## src/rtl/aes_pkg.sv

```systemverilog
// Shared AES GF(2^8) helpers and the InvMixColumns engine FSM encoding.
package aes_pkg;

    localparam logic [7:0] AES_POLY = 8'h1B;

    typedef enum logic [1:0] {
        ST_IDLE = 2'd0,
        ST_BUSY = 2'd1,
        ST_DONE = 2'd2
    } imc_state_e;

    function automatic logic [7:0] xtime(input logic [7:0] b);
        return {b[6:0], 1'b0} ^ (b[7] ? AES_POLY : 8'h00);
    endfunction

    // Multiply by a constant whose set bits all lie in [3:0]: XOR of an xtime chain.
    function automatic logic [7:0] gf_mul(input logic [7:0] b, input logic [3:0] k);
        logic [7:0] acc;
        logic [7:0] p;
        acc = 8'h00;
        p   = b;
        for (int i = 0; i < 4; i++) begin
            if (k[i]) acc = acc ^ p;
            p = xtime(p);
        end
        return acc;
    endfunction

    function automatic logic [7:0] gf_mul09(input logic [7:0] b);
        return gf_mul(b, 4'h9);
    endfunction

    function automatic logic [7:0] gf_mul0b(input logic [7:0] b);
        return gf_mul(b, 4'hb);
    endfunction

    function automatic logic [7:0] gf_mul0d(input logic [7:0] b);
        return gf_mul(b, 4'hd);
    endfunction

    function automatic logic [7:0] gf_mul0e(input logic [7:0] b);
        return gf_mul(b, 4'he);
    endfunction

    // Column c of a 128-bit state sits at bits [127-32c -: 32].
    function automatic logic [31:0] get_col(input logic [127:0] s, input logic [1:0] c);
        logic [31:0] r;
        case (c)
            2'd0:    r = s[127:96];
            2'd1:    r = s[95:64];
            2'd2:    r = s[63:32];
            default: r = s[31:0];
        endcase
        return r;
    endfunction

    function automatic logic [127:0] set_col(input logic [127:0] s, input logic [1:0] c,
                                             input logic [31:0] v);
        logic [127:0] r;
        r = s;
        case (c)
            2'd0:    r[127:96] = v;
            2'd1:    r[95:64]  = v;
            2'd2:    r[63:32]  = v;
            default: r[31:0]   = v;
        endcase
        return r;
    endfunction

endpackage

```

## src/rtl/inv_mixcolumn32.sv

```systemverilog
// Combinational InvMixColumns on one 32-bit column; row 0 is the most significant byte.
module inv_mixcolumn32
    import aes_pkg::*;
(
    input  logic [31:0] col_in,
    output logic [31:0] col_out
);

    logic [7:0] b0, b1, b2, b3;

    assign b0 = col_in[31:24];
    assign b1 = col_in[23:16];
    assign b2 = col_in[15:8];
    assign b3 = col_in[7:0];

    // Each output row uses the same 0e/0b/0d/09 pattern on a rotated byte order.
    assign col_out[31:24] = gf_mul0e(b0) ^ gf_mul0b(b1) ^ gf_mul0d(b2) ^ gf_mul09(b3);
    assign col_out[23:16] = gf_mul0e(b1) ^ gf_mul0b(b2) ^ gf_mul0d(b3) ^ gf_mul09(b0);
    assign col_out[15:8]  = gf_mul0e(b2) ^ gf_mul0b(b3) ^ gf_mul0d(b0) ^ gf_mul09(b1);
    assign col_out[7:0]   = gf_mul0e(b3) ^ gf_mul0b(b0) ^ gf_mul0d(b1) ^ gf_mul09(b2);

endmodule

```

## src/rtl/inv_mixcolumn_seq.sv

```systemverilog
// Sequential AES InvMixColumns: accepts a 128-bit state, transforms COLS_PER_CYCLE
// columns per clock in place, then holds the result until downstream takes it.
module inv_mixcolumn_seq
    import aes_pkg::*;
#(
    parameter int COLS_PER_CYCLE = 1
) (
    input  logic         clk,
    input  logic         rst,
    input  logic         in_valid,
    output logic         in_ready,
    input  logic [127:0] in_data,
    output logic         out_valid,
    input  logic         out_ready,
    output logic [127:0] out_data,
    output logic         busy
);

    // Handshake: a transfer happens only on a rising edge where valid and ready are
    // both high; ready/valid come straight from the state register, and out_data
    // holds steady while out_valid is high and out_ready is low.

    generate
        if (!(COLS_PER_CYCLE == 1 || COLS_PER_CYCLE == 2 || COLS_PER_CYCLE == 4)) begin : g_bad_cols
            $error("inv_mixcolumn_seq: COLS_PER_CYCLE must be 1, 2 or 4");
        end
    endgenerate

    localparam logic [1:0] COL_STEP = 2'(COLS_PER_CYCLE);
    localparam logic [1:0] LAST_IDX = 2'(4 - COLS_PER_CYCLE);

    imc_state_e   state_q, state_d;
    logic [127:0] work_q, work_d;
    logic [1:0]   col_idx_q, col_idx_d;

    logic [32*COLS_PER_CYCLE-1:0] col_out_flat;

    // Lane k always works on column col_idx+k of the work register.
    for (genvar k = 0; k < COLS_PER_CYCLE; k++) begin : g_col
        logic [1:0]  sel;
        logic [31:0] lane_in;

        assign sel     = col_idx_q + 2'(k);
        assign lane_in = get_col(work_q, sel);

        inv_mixcolumn32 u_col (
            .col_in  (lane_in),
            .col_out (col_out_flat[32*k +: 32])
        );
    end

    always_comb begin
        state_d   = state_q;
        work_d    = work_q;
        col_idx_d = col_idx_q;
        case (state_q)
            ST_IDLE: begin
                if (in_valid) begin
                    work_d    = in_data;
                    col_idx_d = 2'd0;
                    state_d   = ST_BUSY;
                end
            end
            ST_BUSY: begin
                for (int k = 0; k < COLS_PER_CYCLE; k++) begin
                    work_d = set_col(work_d, col_idx_q + 2'(k), col_out_flat[32*k +: 32]);
                end
                col_idx_d = col_idx_q + COL_STEP;
                if (col_idx_q == LAST_IDX) state_d = ST_DONE;
            end
            ST_DONE: begin
                if (out_ready) state_d = ST_IDLE;
            end
            default: state_d = ST_IDLE;
        endcase
    end

    always_ff @(posedge clk) begin
        if (rst) begin
            state_q   <= ST_IDLE;
            work_q    <= '0;
            col_idx_q <= 2'd0;
        end else begin
            state_q   <= state_d;
            work_q    <= work_d;
            col_idx_q <= col_idx_d;
        end
    end

    assign in_ready  = (state_q == ST_IDLE);
    assign out_valid = (state_q == ST_DONE);
    assign busy      = (state_q == ST_BUSY);
    assign out_data  = work_q;

endmodule

```

## config.mk

```make
export PLATFORM = sky130hd
export DESIGN_NAME = inv_mixcolumn_seq
export DESIGN_NICKNAME = d
export VERILOG_FILES = /design/src/rtl/aes_pkg.sv /design/src/rtl/inv_mixcolumn32.sv /design/src/rtl/inv_mixcolumn_seq.sv
export SDC_FILE = /design/constraint.sdc
export NUM_CORES = 1
export LEC_CHECK = 0
export ABC_AREA = 1
export BUFFER_PORTS_ARGS = -buffer_cell sky130_fd_sc_hd__clkbuf_2
export CORE_MARGIN = 2
export CORE_UTILIZATION = 50
export DETAILED_ROUTE_END_ITERATION = 10
export PLACE_DENSITY = 0.86
export SYNTH_ARGS = -nofsm -noshare
export SYNTH_HDL_FRONTEND = slang
export SYNTH_HIERARCHICAL = 1
export SYNTH_SLANG_ARGS = --single-unit
```

## constraint.sdc

```tcl
create_clock -name clk -period 6.8 [get_ports clk]
set_clock_uncertainty 0.2 [all_clocks]
set_input_delay 1.02 -clock clk [delete_from_list [all_inputs] [get_ports clk]]
set_output_delay 1.02 -clock clk [all_outputs]
set_load 0.02 [all_outputs]
```

# Word level (Yosys, flattened, before mapping)
# Index checks and enable logic that the tools add are counted.
dict set report word_totals {
  ff_bits 132
  latchBits 0
  mem_bits_rw 0
  mem_bits_ro 0
  input_bits 132
  out_inout_bits 131
  word_cells 106
  memories 0
}
dict set report classes {
  n_addsub 1
  multipliers 0
  div 0
  magnitude_cmp 0
  eq_ne 12
  shifts 0
  n_mux 25
  n_bitwise 52
  n_reduce_logical 10
}
# cell count
set op_table {}
lappend op_table {{bitwise XOR 8 bit} 51}
lappend op_table {{case mux 128 bit (2 select lines)} 1}
lappend op_table {{two-way mux 128 bit} 1}
lappend op_table {{two-way mux 32 bit} 4}
lappend op_table {{case mux 32 bit (3 select lines)} 1}
lappend op_table {{two-way mux 5 bit} 12}
lappend op_table {{AND reduction 3 bit} 5}
lappend op_table {{!= test 2 x 1 -> 1 bit (second input constant)} 5}
lappend op_table {{two-way mux 2 bit} 4}
lappend op_table {{bitwise XOR 8 x 5 -> 8 bit} 1}
lappend op_table {{equality test 2 bit (second input constant)} 3}
lappend op_table {{case mux 2 bit (3 select lines)} 1}
lappend op_table {{equality test 2 x 1 -> 1 bit (second input constant)} 2}
lappend op_table {{logical NOT 2 bit} 2}
lappend op_table {{!= test 2 bit (second input constant)} 2}
lappend op_table {{case mux 2 bit (2 select lines)} 1}
lappend op_table {{OR reduction 3 bit} 1}
lappend op_table {{adder 2 x 1 -> 2 bit (second input constant)} 1}
lappend op_table {{AND reduction 2 bit} 1}
lappend op_table {{nonzero test 2 bit} 1}

# Depth between registers and ports, before layout
# Gate-level depths: netlist (run 1).
dict set report logic_depth {
  depth_word 14
  mapped_depth 25
  mapped_depth_nobuf 22
}

# By module
# Netlist (run 1), hierarchy kept.
# mod n_inst cells_per_inst area_per_inst_um2 seq_area_each_um2
set modules_own_cells {}
lappend modules_own_cells {inv_mixcolumn_seq 1 1336 7564.8 2642.5}
lappend modules_own_cells {inv_mixcolumn32 1 750 4007.6 0.0}

# Worst setup path before layout (run 1)
# OpenSTA, ideal clock, no wires.
dict set report synth_path {
  path_type {reg2reg}
  start {register col_idx_q[0]}
  end {register work_q[35], in the netlist out_data[35]}
  setup_ps 113
  arrival_time_ps 2653
  t_required_ps 6487
  path_slack_ps 3835
  path_stages_with_launch 22
  path_buffers 2
  synth_period_minus_slack_ps 2965
  path_cell_list {dfxtp_1 -> ha_1 -> buf_2 -> inv_1 -> buf_1 -> nor2_1 -> a31oi_1 -> inv_2 -> nand2_1 -> nand2_4 -> xor2_2 -> inv_1 -> nand2_1 -> nand2_1 -> nand2_1 -> nand2_1 -> nand2_1 -> nand2_1 -> nand2_1 -> nand2_1 -> nor2_1 -> nor2_1}
}
dict set report synth_between {
  elab_chain_cells 12
  word_cells_on_any_way 40
  classes_between {eq/ne: 3; mux: 13; bitwise: 22; reduce/logical: 2}
}
# item line_no
set synth_rtl {}
lappend synth_rtl {{start: declaration} inv_mixcolumn_seq.sv:34} ;# logic [1:0] col_idx_q, col_idx_d;
lappend synth_rtl {{start signal: assignment} inv_mixcolumn_seq.sv:86} ;# col_idx_q <= col_idx_d;
lappend synth_rtl {{equality test 2 bit, or another cell as far along} aes_pkg.sv:48} ;# case (c)
lappend synth_rtl {{case mux 32 bit (3 select lines) *} aes_pkg.sv:48}
lappend synth_rtl {{named net g_col[0].lane_in[5]} inv_mixcolumn_seq.sv:41} ;# logic [31:0] lane_in;
lappend synth_rtl {{bitwise XOR 8 bit * (2 in a row)} aes_pkg.sv:13} ;# return {b[6:0], 1'b0} ^ (b[7] ? AES_POLY : 8'h00);
lappend synth_rtl {{two-way mux 5 bit *} aes_pkg.sv:13}
lappend synth_rtl {{bitwise XOR 8 bit *} aes_pkg.sv:13}
lappend synth_rtl {{bitwise XOR 8 bit *} aes_pkg.sv:23} ;# if (k[i]) acc = acc ^ p;
lappend synth_rtl {{bitwise XOR 8 bit * (3 in a row)} inv_mixcolumn32.sv:20} ;# assign col_out[7:0] = gf_mul0e(b3) ^ gf_mul0b(b0) ^ gf_mul0d(b1) ^ gf_mul09(b2);
lappend synth_rtl {{named net col_out_flat[3]} inv_mixcolumn_seq.sv:36} ;# logic [32*COLS_PER_CYCLE-1:0] col_out_flat;
lappend synth_rtl {{two-way mux 32 bit *} aes_pkg.sv:61} ;# case (c)
lappend synth_rtl {{case mux 128 bit (2 select lines) *} inv_mixcolumn_seq.sv:56} ;# case (state_q)
lappend synth_rtl {{end signal: assignment} inv_mixcolumn_seq.sv:85} ;# work_q <= work_d;
lappend synth_rtl {{end: declaration} inv_mixcolumn_seq.sv:33} ;# logic [127:0] work_q, work_d;
# The timed path passes the listed nets; every way through them passes the cells marked *. The select of a mux whose other input is x is not followed.
# A chain may end at the register's enable or synchronous reset.

# Final worst setup path (run 1)
dict set report layout_path {
  start {register col_idx_q[1]}
  end {register work_q[113], in the netlist out_data[113]}
}
dict set report layout_between {
  word_cells_on_any_way 41
  classes_between {eq/ne: 3; mux: 14; bitwise: 22; reduce/logical: 2}
}
# item line_no
set layout_lines {}
lappend layout_lines {{equality test 2 bit, or another cell as far along} aes_pkg.sv:48}
lappend layout_lines {{case mux 32 bit (3 select lines) *} aes_pkg.sv:48}
lappend layout_lines {{named net g_col[0].lane_in[29]} inv_mixcolumn_seq.sv:41}
lappend layout_lines {{bitwise XOR 8 bit * (2 in a row)} aes_pkg.sv:13}
lappend layout_lines {{two-way mux 5 bit *} aes_pkg.sv:13}
lappend layout_lines {{bitwise XOR 8 bit *} aes_pkg.sv:13}
lappend layout_lines {{bitwise XOR 8 bit *} aes_pkg.sv:23}
lappend layout_lines {{bitwise XOR 8 bit *} inv_mixcolumn32.sv:18} ;# assign col_out[23:16] = gf_mul0e(b1) ^ gf_mul0b(b2) ^ gf_mul0d(b3) ^ gf_mul09(b0);
lappend layout_lines {{named net col_out_flat[17]} inv_mixcolumn_seq.sv:36}
lappend layout_lines {{two-way mux 32 bit *} aes_pkg.sv:61}
lappend layout_lines {{case mux 128 bit (2 select lines) *} inv_mixcolumn_seq.sv:56}
# Marks and branches as above.

==> flow_metrics.env, run 1 <==
export IMPL_status="complete, no violations"
export IMPL_synthMostInstantiatedCell="nand2_1"
export IMPL_fin_nets=2426
export IMPL_p_leak_nw=7.94
export IMPL_irDropWorstVdd_mv=0.236
export IMPL_rsz0062_at_grt="false"
export IMPL_drive_gt1_frac=0.163
export IMPL_async_reset_ff_frac=0
export IMPL_synth_nets=2223
export IMPL_die_area_sq_mm=0.0244
export IMPL_cellInternalPower_mw=2.75
export IMPL_fillers=2222
export IMPL_synth_ff_type="dfxtp_1"
export IMPL_synth_top_cells_by_count="nand2_1 (984), nor2_1 (301), inv_1 (204)"
export IMPL_synth_top_area_cell="nand2_1"
export IMPL_synth_edff_count=0
export IMPL_cts_clk_slew_worst_paths_ps=60
export IMPL_synth_area_sq_mm=0.0116
export IMPL_worst_pin_slew_ps=1180
export IMPL_worst_ep_required_time_ps=6970
export IMPL_slew_headroom=0.211
export IMPL_route_detailed_drc=0
export IMPL_hold_class="reg2reg"
export IMPL_hold_viol_final=0
export IMPL_pre_cts_slack_ps=2290
export IMPL_p_seq_frac=0.178
export IMPL_grt_ovfl_total=0
export IMPL_setup_violations=0
export IMPL_end_kind="register"
export IMPL_synth_cell_type_count=31
export IMPL_ctsHoldBuffers=0
export IMPL_dp_final_hpwl_um=32400
export IMPL_cts_tree="yes"
export IMPL_clockBufferDepth=2
export IMPL_cts_resized=0
export IMPL_critPathMaxFanout=18
export IMPL_drt_iter0_markers=1402
export IMPL_core_sq_mm=0.0227
export IMPL_h_tree_depth=4
export IMPL_gp_congestion=1.06
export IMPL_cts_root_buf="clkbuf_16"
export IMPL_portBuffers=262
export IMPL_fp_dieH_um=156
export IMPL_criticalPathCategory="reg2reg"
export IMPL_netlist_area_leader_share=0.319
export IMPL_ys_warn_count=6
export IMPL_maxCapViolCount=0
export IMPL_grt_max_degree=96
export IMPL_setup_ws_ps=2130
export IMPL_diodes=0
export IMPL_switching_share=0.541
export IMPL_fin_crit_ps=4670
export IMPL_wl_um=43000
export IMPL_drtAntennaViolNets=0
export IMPL_antenna_found_initial=1
export IMPL_postCtsSetupBuffers=0
export IMPL_cts_sinks=132
export IMPL_clk_latency_ps=440
export IMPL_synth_area_leaders="nand2_1 (32%), dfxtp_1 (23%), nor2_1 (9.8%)"
export IMPL_power_density_mw_per_mm2=448
export IMPL_fin_crit_sh=0.687
export IMPL_area_growth_pct=15.5
export IMPL_p_switching_mw=3.25
export IMPL_crit_path_start_kind="register"
export IMPL_first_global_vias=12600
export IMPL_vias=13900
export IMPL_grt_pass1_wl_um=66000
export IMPL_syn_instance_count=2086
export IMPL_arrival_ps=4840
export IMPL_die_width_um=156
export IMPL_routed_via_density=5.36
export IMPL_post_drt_wl_per_cell_um=16.6
export IMPL_pwr_share_comb=0.655
export IMPL_placementRows=55
export IMPL_grt_util_all_layers=0.346
export IMPL_ys_ff_latch=132
export IMPL_power_frac_clock=0.167
export IMPL_synth_seq_area_share=0.228
export IMPL_final_max_slew_viol_count=0
export IMPL_cts_made_buffers=17
export IMPL_avgSynthCellArea_sq_um=5.55
export IMPL_ios=263
export IMPL_fmax_mhz=214
export IMPL_drt_pre_antenna_iters=6
export IMPL_setup_tns_final_ps=0
export IMPL_start_util=0.510
==> logic make-up after synthesis <==
kind of cell | share of synthesized area
AND/OR/NAND/NOR | 0.477
buffers and inverters | 0.128
XOR/XNOR | 0.126
flip-flops | 0.228
AO/OA/AOI/OAI | 0.0350
adder cells (fa/ha/maj) | 0.00541
==> flip-flops by register name (all words and copies together) (netlist names) <==
signal and count:
out_data 128, state_q 2, col_idx_q 2
==> metal layers <==
layer | GRT usage | wire length [um]
met5 | 0 | 13
met4 | 0.140 | 1740
met3 | 0.0703 | 5330
met2 | 0.555 | 19300
met1 | 0.455 | 16600
==> critical path, cell delays in order, from the launching register on <==
cell and delay [ps]:
dfxtp_1 350, inv_1 100, ha_1 610, buf_4 370, nand2_1 80, a31oi_1 930, inv_1 290, nand2_1 170
nand2_2 130, nand2_1 120, nand2_1 120, inv_1 100, nand2_1 70, nand3_1 70, nand2_1 70, xnor2_1 270
nand2_1 220, nand2_1 130, nor2_1 40, nor2_1 140
==> layout by cell type (no fill, tap or decap), types with 4 or more instances in the layout <==
| master | n |
|---|---|
| ha_1 | 5 |
| clkbuf_2 | 262 |
| a21oi_1 | 39 |
| xor2_1 | 95 |
| nand3_1 | 72 |
| nor2_1 | 301 |
| xnor2_2 | 4 |
| a31oi_1 | 31 |
| inv_1 | 203 |
| nand2_1 | 984 |
| inv_6 | 6 |
| clkbuf_16 | 17 |
| inv_2 | 9 |
| dfxtp_1 | 132 |
| nand2_2 | 26 |
| xnor2_1 | 55 |
| nand2_4 | 11 |
| buf_4 | 21 |
==> path summary, 6_finish.rpt <==
path	start	to	slack, ps	cells after the start
worst min-delay path	out_data[50]	out_data[50]	340	4
worst max-delay path	col_idx_q[1]	out_data[113]	2130	19
worst max register to register	col_idx_q[1]	out_data[113]	2130	19
worst min register to register	out_data[50]	out_data[50]	340	4
==> power by group through the flow <==
stage	Clock, mW	Sequential [mW]	Combinational [mW]
final	0.998	1.07	3.93
after global routing	1.02	1.08	4.26
after CTS	0.993	1.06	3.81
after detailed placement	0	1.07	3.78
after global placement	0	1.07	3.72
after floorplan	0	1.18	2.62
==> metrics by stage <==
stage | instances | cell area, sq um | power (mW) | hold WS (ps) | util
2_1_floorplan | 2086 | 11600 | 3.81 | 282 | -
3_3_place_gp | 2555 | 12800 | 4.79 | 301 | 0.561
3_5_place_dp | 2555 | 12800 | 4.85 | 320 | 0.561
4_1_cts | 2587 | 13400 | 5.87 | 329 | 0.589
5_1_grt | 2587 | 13400 | 6.36 | 357 | 0.589
6_report | 2587 | 13400 | 6.00 | 340 | 0.589
==> layout make-up <==
type	count	area (sq um)	area share
Tap cell	285	357	0.0267
Clock inverter	15	193	0.0144
Multi-Input combinational cell	1639	7460	0.558
Sequential cell	132	2640	0.198
Clock buffer	17	425	0.0318
Inverter	216	825	0.0617
Timing Repair Buffer	283	1470	0.110
Note: power is estimated with default switching activity, not from simulation.
==> inputs of run 2 (changes only) <==
==> constraint.sdc (replaced) <==
create_clock -name clk -period 4.7 [get_ports clk]
set_clock_uncertainty 0.2 [all_clocks]
set_input_delay 0.705 -clock clk [delete_from_list [all_inputs] [get_ports clk]]
set_output_delay 0.705 -clock clk [all_outputs]
set_load 0.02 [all_outputs]
==> flow_metrics.env, run 2 (synthesis results as in run 1) <==
export IMPL_criticalPathCategory="reg2reg"
export IMPL_fin_crit_ps=4150
export IMPL_cp_cell_sequence="inv_1, ha_1, buf_4, a21oi_1, a31oi_1, buf_4, nor2_1, nor2_1, nand2_1, nand2_1, nand2_1, nand2_1, nand3_1, nand2_1, nand2_1, nand2_1, inv_1, nand2_1, nand2_1, nor2_1, nor2_1"
export IMPL_arrival_ps=4250
export IMPL_core_sq_mm=0.0227
export IMPL_irDropWorstVdd_mv=0.417
export IMPL_cpMostUsedCell="nand2_1"
export IMPL_final_common_cell="nand2_1"
export IMPL_vias=13800
export IMPL_routed_via_density=5.28
export IMPL_start_util=0.510
export IMPL_r2r_start="col_idx_q[0]"
export IMPL_grt_ovfl_total=0
export IMPL_hold_class="reg2reg"
export IMPL_critPathLaunch="col_idx_q[0]"
export IMPL_crit_path_start_kind="register"
export IMPL_route_detailed_drc=0
export IMPL_diodes=0
export IMPL_fin_crit_sh=0.882
export IMPL_placementRows=55
export IMPL_cts_tree="yes"
export IMPL_clk_latency_ps=430
export IMPL_final_cell_mix="nand2_1 (984), nor2_1 (301), clkbuf_2 (262), inv_1 (203), dfxtp_1 (132)"
export IMPL_largest_reg_flops=128
export IMPL_h_tree_depth=4
export IMPL_antenna_found_initial=0
export IMPL_dp_final_hpwl_um=33200
export IMPL_hold_start="out_data[0]"
export IMPL_fmax_mhz=241
export IMPL_status="complete, no violations"
export IMPL_critPathSlowestCell="ha_1"
export IMPL_setup_tns_final_ps=0
export IMPL_ios=263
export IMPL_cts_made_buffers=17
export IMPL_cts_sinks=132
export IMPL_first_global_vias=12400
export IMPL_critPathMaxFanout=15
export IMPL_maxCapViolCount=0
export IMPL_drtAntennaViolNets=0
export IMPL_die_area_sq_mm=0.0244
export IMPL_final_max_slew_viol_count=0
export IMPL_grt_pass1_wl_um=67000
export IMPL_p_leak_nw=8.07
export IMPL_fp_dieH_um=156
export IMPL_cts_resized=0
export IMPL_pre_cts_slack_ps=759
export IMPL_cts_clk_slew_worst_paths_ps=70
export IMPL_power_density_mw_per_mm2=648
export IMPL_hold_ws_ps=337
export IMPL_end_kind="register"
export IMPL_postCtsSetupBuffers=0
export IMPL_ctsHoldBuffers=0
export IMPL_fin_nets=2448
export IMPL_crit_path_max_incr_delay_ps=630
export IMPL_post_drt_wl_per_cell_um=16.8
export IMPL_slew_headroom=0.418
export IMPL_drt_iter0_markers=1367
export IMPL_worst_pin_slew_ps=871
export IMPL_wl_um=43800
export IMPL_drive_gt1_frac=0.171
export IMPL_portBuffers=262
export IMPL_worst_ep_required_time_ps=4810
export IMPL_cts_root_buf="clkbuf_16"
export IMPL_drt_pre_antenna_iters=6
export IMPL_gp_congestion=1.05
export IMPL_grt_max_degree=86
export IMPL_die_width_um=156
export IMPL_area_growth_pct=17.1
export IMPL_setup_ws_ps=554
export IMPL_grt_util_all_layers=0.353
export IMPL_rsz0062_at_grt="false"
export IMPL_hold_viol_final=0
export IMPL_r2r_slack_ps=550
export IMPL_clockBufferDepth=2
export IMPL_setup_violations=0
run 2: cell types whose count changed in the layout (fill, tap and decap cells not counted), sizes merged:
cell,delta
clkinvlp,-2
bufinv,+1
buf,+22
run 2: through the flow:
step           cells  total power, mW  cell area (sq um)   util
2_1_floorplan   2086             5.51              11600      -
3_3_place_gp    2577             7.06              12900  0.569
3_5_place_dp    2577             7.11              12900  0.569
4_1_cts         2608             8.63              13600  0.597
5_1_grt         2608             9.34              13600  0.597
6_report        2608             8.78              13600  0.597
run 2: where the power goes:
group | switching, mW | leakage [nW] | internal [mW]
sequential | 0.212 | 1.10 | 1.32
clock | 0.591 | 0.311 | 0.906
combinational | 3.90 | 6.66 | 1.85
run 2: path summary, 6_finish.rpt:
kind,end,cells past startpoint
max,out_data[12],21
min,out_data[0],4
min reg2reg,out_data[0],4
max reg2reg,out_data[12],21
run 2: layout make-up:
cell class / count / area [sq um]
fillers: 2243 / 9150
multi-input cells: 1639 / 7460
flip-flops and latches: 132 / 2640
repair buffers: 305 / 1630
inverters: 216 / 825
clock buffers: 17 / 425
well taps: 285 / 357
clock inverters: 14 / 214
run 2: per-layer routing:
metal | part of all wire | vias to the layer above | GRT usage
met4 | 0.030 | 0 | 0.116
met5 | 0 | - | 0
li1 | - | 6630 | -
met1 | 0.41 | 6179 | 0.479
met2 | 0.45 | 851 | 0.564
met3 | 0.11 | 102 | 0.0683
run 2: critical path, delay by kind of cell, from the launching register on:
kind / cells / cell delay (ps)
AOI/OAI and AO/OA: 2 / 270
DFF: 1 / 350
buffers and inverters: 4 / 660
and+or+nand+nor: 14 / 1880
adders and majority gates: 1 / 630
==> inputs of run 3 (changes only) <==
--- a/config.mk
+++ b/config.mk
@@ -6,11 +6,11 @@
 export NUM_CORES = 1
 export LEC_CHECK = 0
 export ABC_AREA = 1
-export BUFFER_PORTS_ARGS = -buffer_cell sky130_fd_sc_hd__clkbuf_2
 export CORE_MARGIN = 2
 export CORE_UTILIZATION = 50
 export DETAILED_ROUTE_END_ITERATION = 10
-export PLACE_DENSITY = 0.86
+export DONT_BUFFER_PORTS = 1
+export PLACE_DENSITY = 0.76
 export SYNTH_ARGS = -nofsm -noshare
 export SYNTH_HDL_FRONTEND = slang
 export SYNTH_HIERARCHICAL = 1
==> flow_metrics.env, run 3 (synthesis results as in run 1) <==
export IMPL_setup_ws_ps=701
export IMPL_p_seq_frac=0.215
export IMPL_cts_resized=0
export IMPL_final_cell_mix="nand2_1 (984), nor2_1 (301), inv_1 (203), dfxtp_1 (132), xor2_1 (95)"
export IMPL_clockBufferDepth=2
export IMPL_power_frac_clock=0.170
export IMPL_hold_class="in2reg"
export IMPL_drive_gt1_frac=0.0609
export IMPL_diodes=0
export IMPL_hold_end="state_q[1]"
export IMPL_critPathMaxFanout=24
export IMPL_arrival_ps=4160
export IMPL_crit_path_start_kind="register"
export IMPL_final_max_slew_viol_count=0
export IMPL_switching_share=0.546
export IMPL_drtAntennaViolNets=0
export IMPL_maxCapViolCount=0
export IMPL_min_delay_path_depth=1
export IMPL_hold_start="rst"
export IMPL_r2r_start="col_idx_q[0]"
export IMPL_fp_dieH_um=156
export IMPL_grt_util_all_layers=0.341
export IMPL_placementRows=55
export IMPL_portBuffers=0
export IMPL_slew_headroom=0.304
export IMPL_r2r_slack_ps=700
export IMPL_fin_crit_sh=0.851
export IMPL_fin_crit_ps=4000
export IMPL_irDropWorstVdd_mv=0.351
export IMPL_largest_reg_flops=128
export IMPL_grt_ovfl_total=0
export IMPL_criticalPathCategory="reg2reg"
export IMPL_worst_pin_slew_ps=1040
export IMPL_ios=263
export IMPL_vias=12400
export IMPL_p_leak_nw=6.89
export IMPL_start_util=0.510
export IMPL_die_width_um=156
export IMPL_setup_tns_final_ps=0
export IMPL_cts_root_buf="clkbuf_16"
export IMPL_pwr_share_comb=0.616
export IMPL_drt_iter0_markers=1190
export IMPL_first_global_vias=11000
export IMPL_cts_tree="yes"
export IMPL_die_area_sq_mm=0.0244
export IMPL_pre_cts_slack_ps=930
export IMPL_p_switching_mw=4.62
export IMPL_cellInternalPower_mw=3.85
export IMPL_status="complete, no violations"
export IMPL_cts_sinks=132
export IMPL_rsz0062_at_grt="false"
export IMPL_area_growth_pct=5.12
export IMPL_grt_pass1_wl_um=63700
export IMPL_cts_clk_slew_worst_paths_ps=70
export IMPL_wl_um=42000
export IMPL_power_density_mw_per_mm2=696
export IMPL_post_drt_wl_per_cell_um=18.0
export IMPL_routed_via_density=5.29
export IMPL_route_detailed_drc=0
export IMPL_cts_made_buffers=17
export IMPL_postCtsSetupBuffers=0
export IMPL_hold_viol_final=0
export IMPL_setup_violations=0
export IMPL_grt_max_degree=83
export IMPL_end_kind="register"
export IMPL_ctsHoldBuffers=0
export IMPL_core_sq_mm=0.0227
export IMPL_gp_congestion=0.994
export IMPL_final_common_cell="nand2_1"
export IMPL_dp_final_hpwl_um=31900
export IMPL_h_tree_depth=4
export IMPL_antenna_found_initial=0
export IMPL_r2r_end="out_data[108]"
export IMPL_fmax_mhz=250
export IMPL_clk_latency_ps=440
export IMPL_worst_ep_required_time_ps=4860
export IMPL_fin_nets=2176
export IMPL_reg2regPathDepth=19
export IMPL_drt_pre_antenna_iters=6
==> run 3: cell count changes in the layout (fill, tap and decap cells not counted), moves of 2 or more <==
cell	before	now
inv_8	4	1
buf_12	0	2
clkbuf_2	262	0
buf_4	43	31
==> run 3: worst max-delay path, cell delays in order, from the launching register on <==
cell     delay (ps)
dfxtp_1         360
inv_1           120
ha_1            400
buf_12          230
nand2_1          80
a31oi_1         800
inv_1           250
nand3_1         200
nand2_1         110
inv_1           180
nand2_1         100
nand3_1         100
nand2_1          60
nand2_1          50
nand2_1          40
inv_1           140
nand2_1         150
nand2_1         140
nor2_1           50
nor2_1          140
==> run 3: worst max-delay path by stage <==
stage          cells past startpoint             to  slack [ps]         start
2_1_floorplan                     21   out_data[35]        1730  col_idx_q[0]
3_3_place_gp                      19   out_data[44]         930  col_idx_q[0]
3_5_place_dp                      19   out_data[76]         930  col_idx_q[0]
4_1_cts                           19  out_data[108]         840  col_idx_q[0]
5_1_grt                           19  out_data[108]         480  col_idx_q[0]
6_report                          19  out_data[108]         700  col_idx_q[0]
==> run 3: power groups by stage <==
stage | combinational (mW) | sequential (mW) | clock (mW)
after floorplan | 3.79 | 1.71 | 0
final | 5.21 | 1.82 | 1.44
after CTS | 5.11 | 1.81 | 1.43
after global placement | 5.05 | 1.83 | 0
after detailed placement | 5.06 | 1.83 | 0
after global routing | 5.75 | 1.83 | 1.48
==> run 3: metrics by stage <==
stage	instances	hold WS, ps	power, mW	utilization	area (sq um)
6_report	2336	127	8.47	0.536	12200
3_5_place_dp	2305	316	6.90	0.509	11600
2_1_floorplan	2086	282	5.51	-	11600
3_3_place_gp	2305	301	6.88	0.509	11600
5_1_grt	2336	123	9.06	0.536	12200
4_1_cts	2336	118	8.35	0.536	12200
==> run 3: metal layers <==
layer | vias up | routed length [um] | GRT usage
met5 | - | 0 | 0
met4 | 0 | 1210 | 0.104
met3 | 95 | 4400 | 0.0961
met2 | 612 | 18600 | 0.538
met1 | 5591 | 17800 | 0.453
li1 | 6071 | - | -
==> run 3: final cells by class <==
type                    count  area (sq um)
fillers                  2401         10500
well taps                 285           357
repair buffers             33           273
clock buffers              18           439
clock inverters            13           171
multi-input cells        1639          7460
inverters                 216           825
flip-flops and latches    132          2640
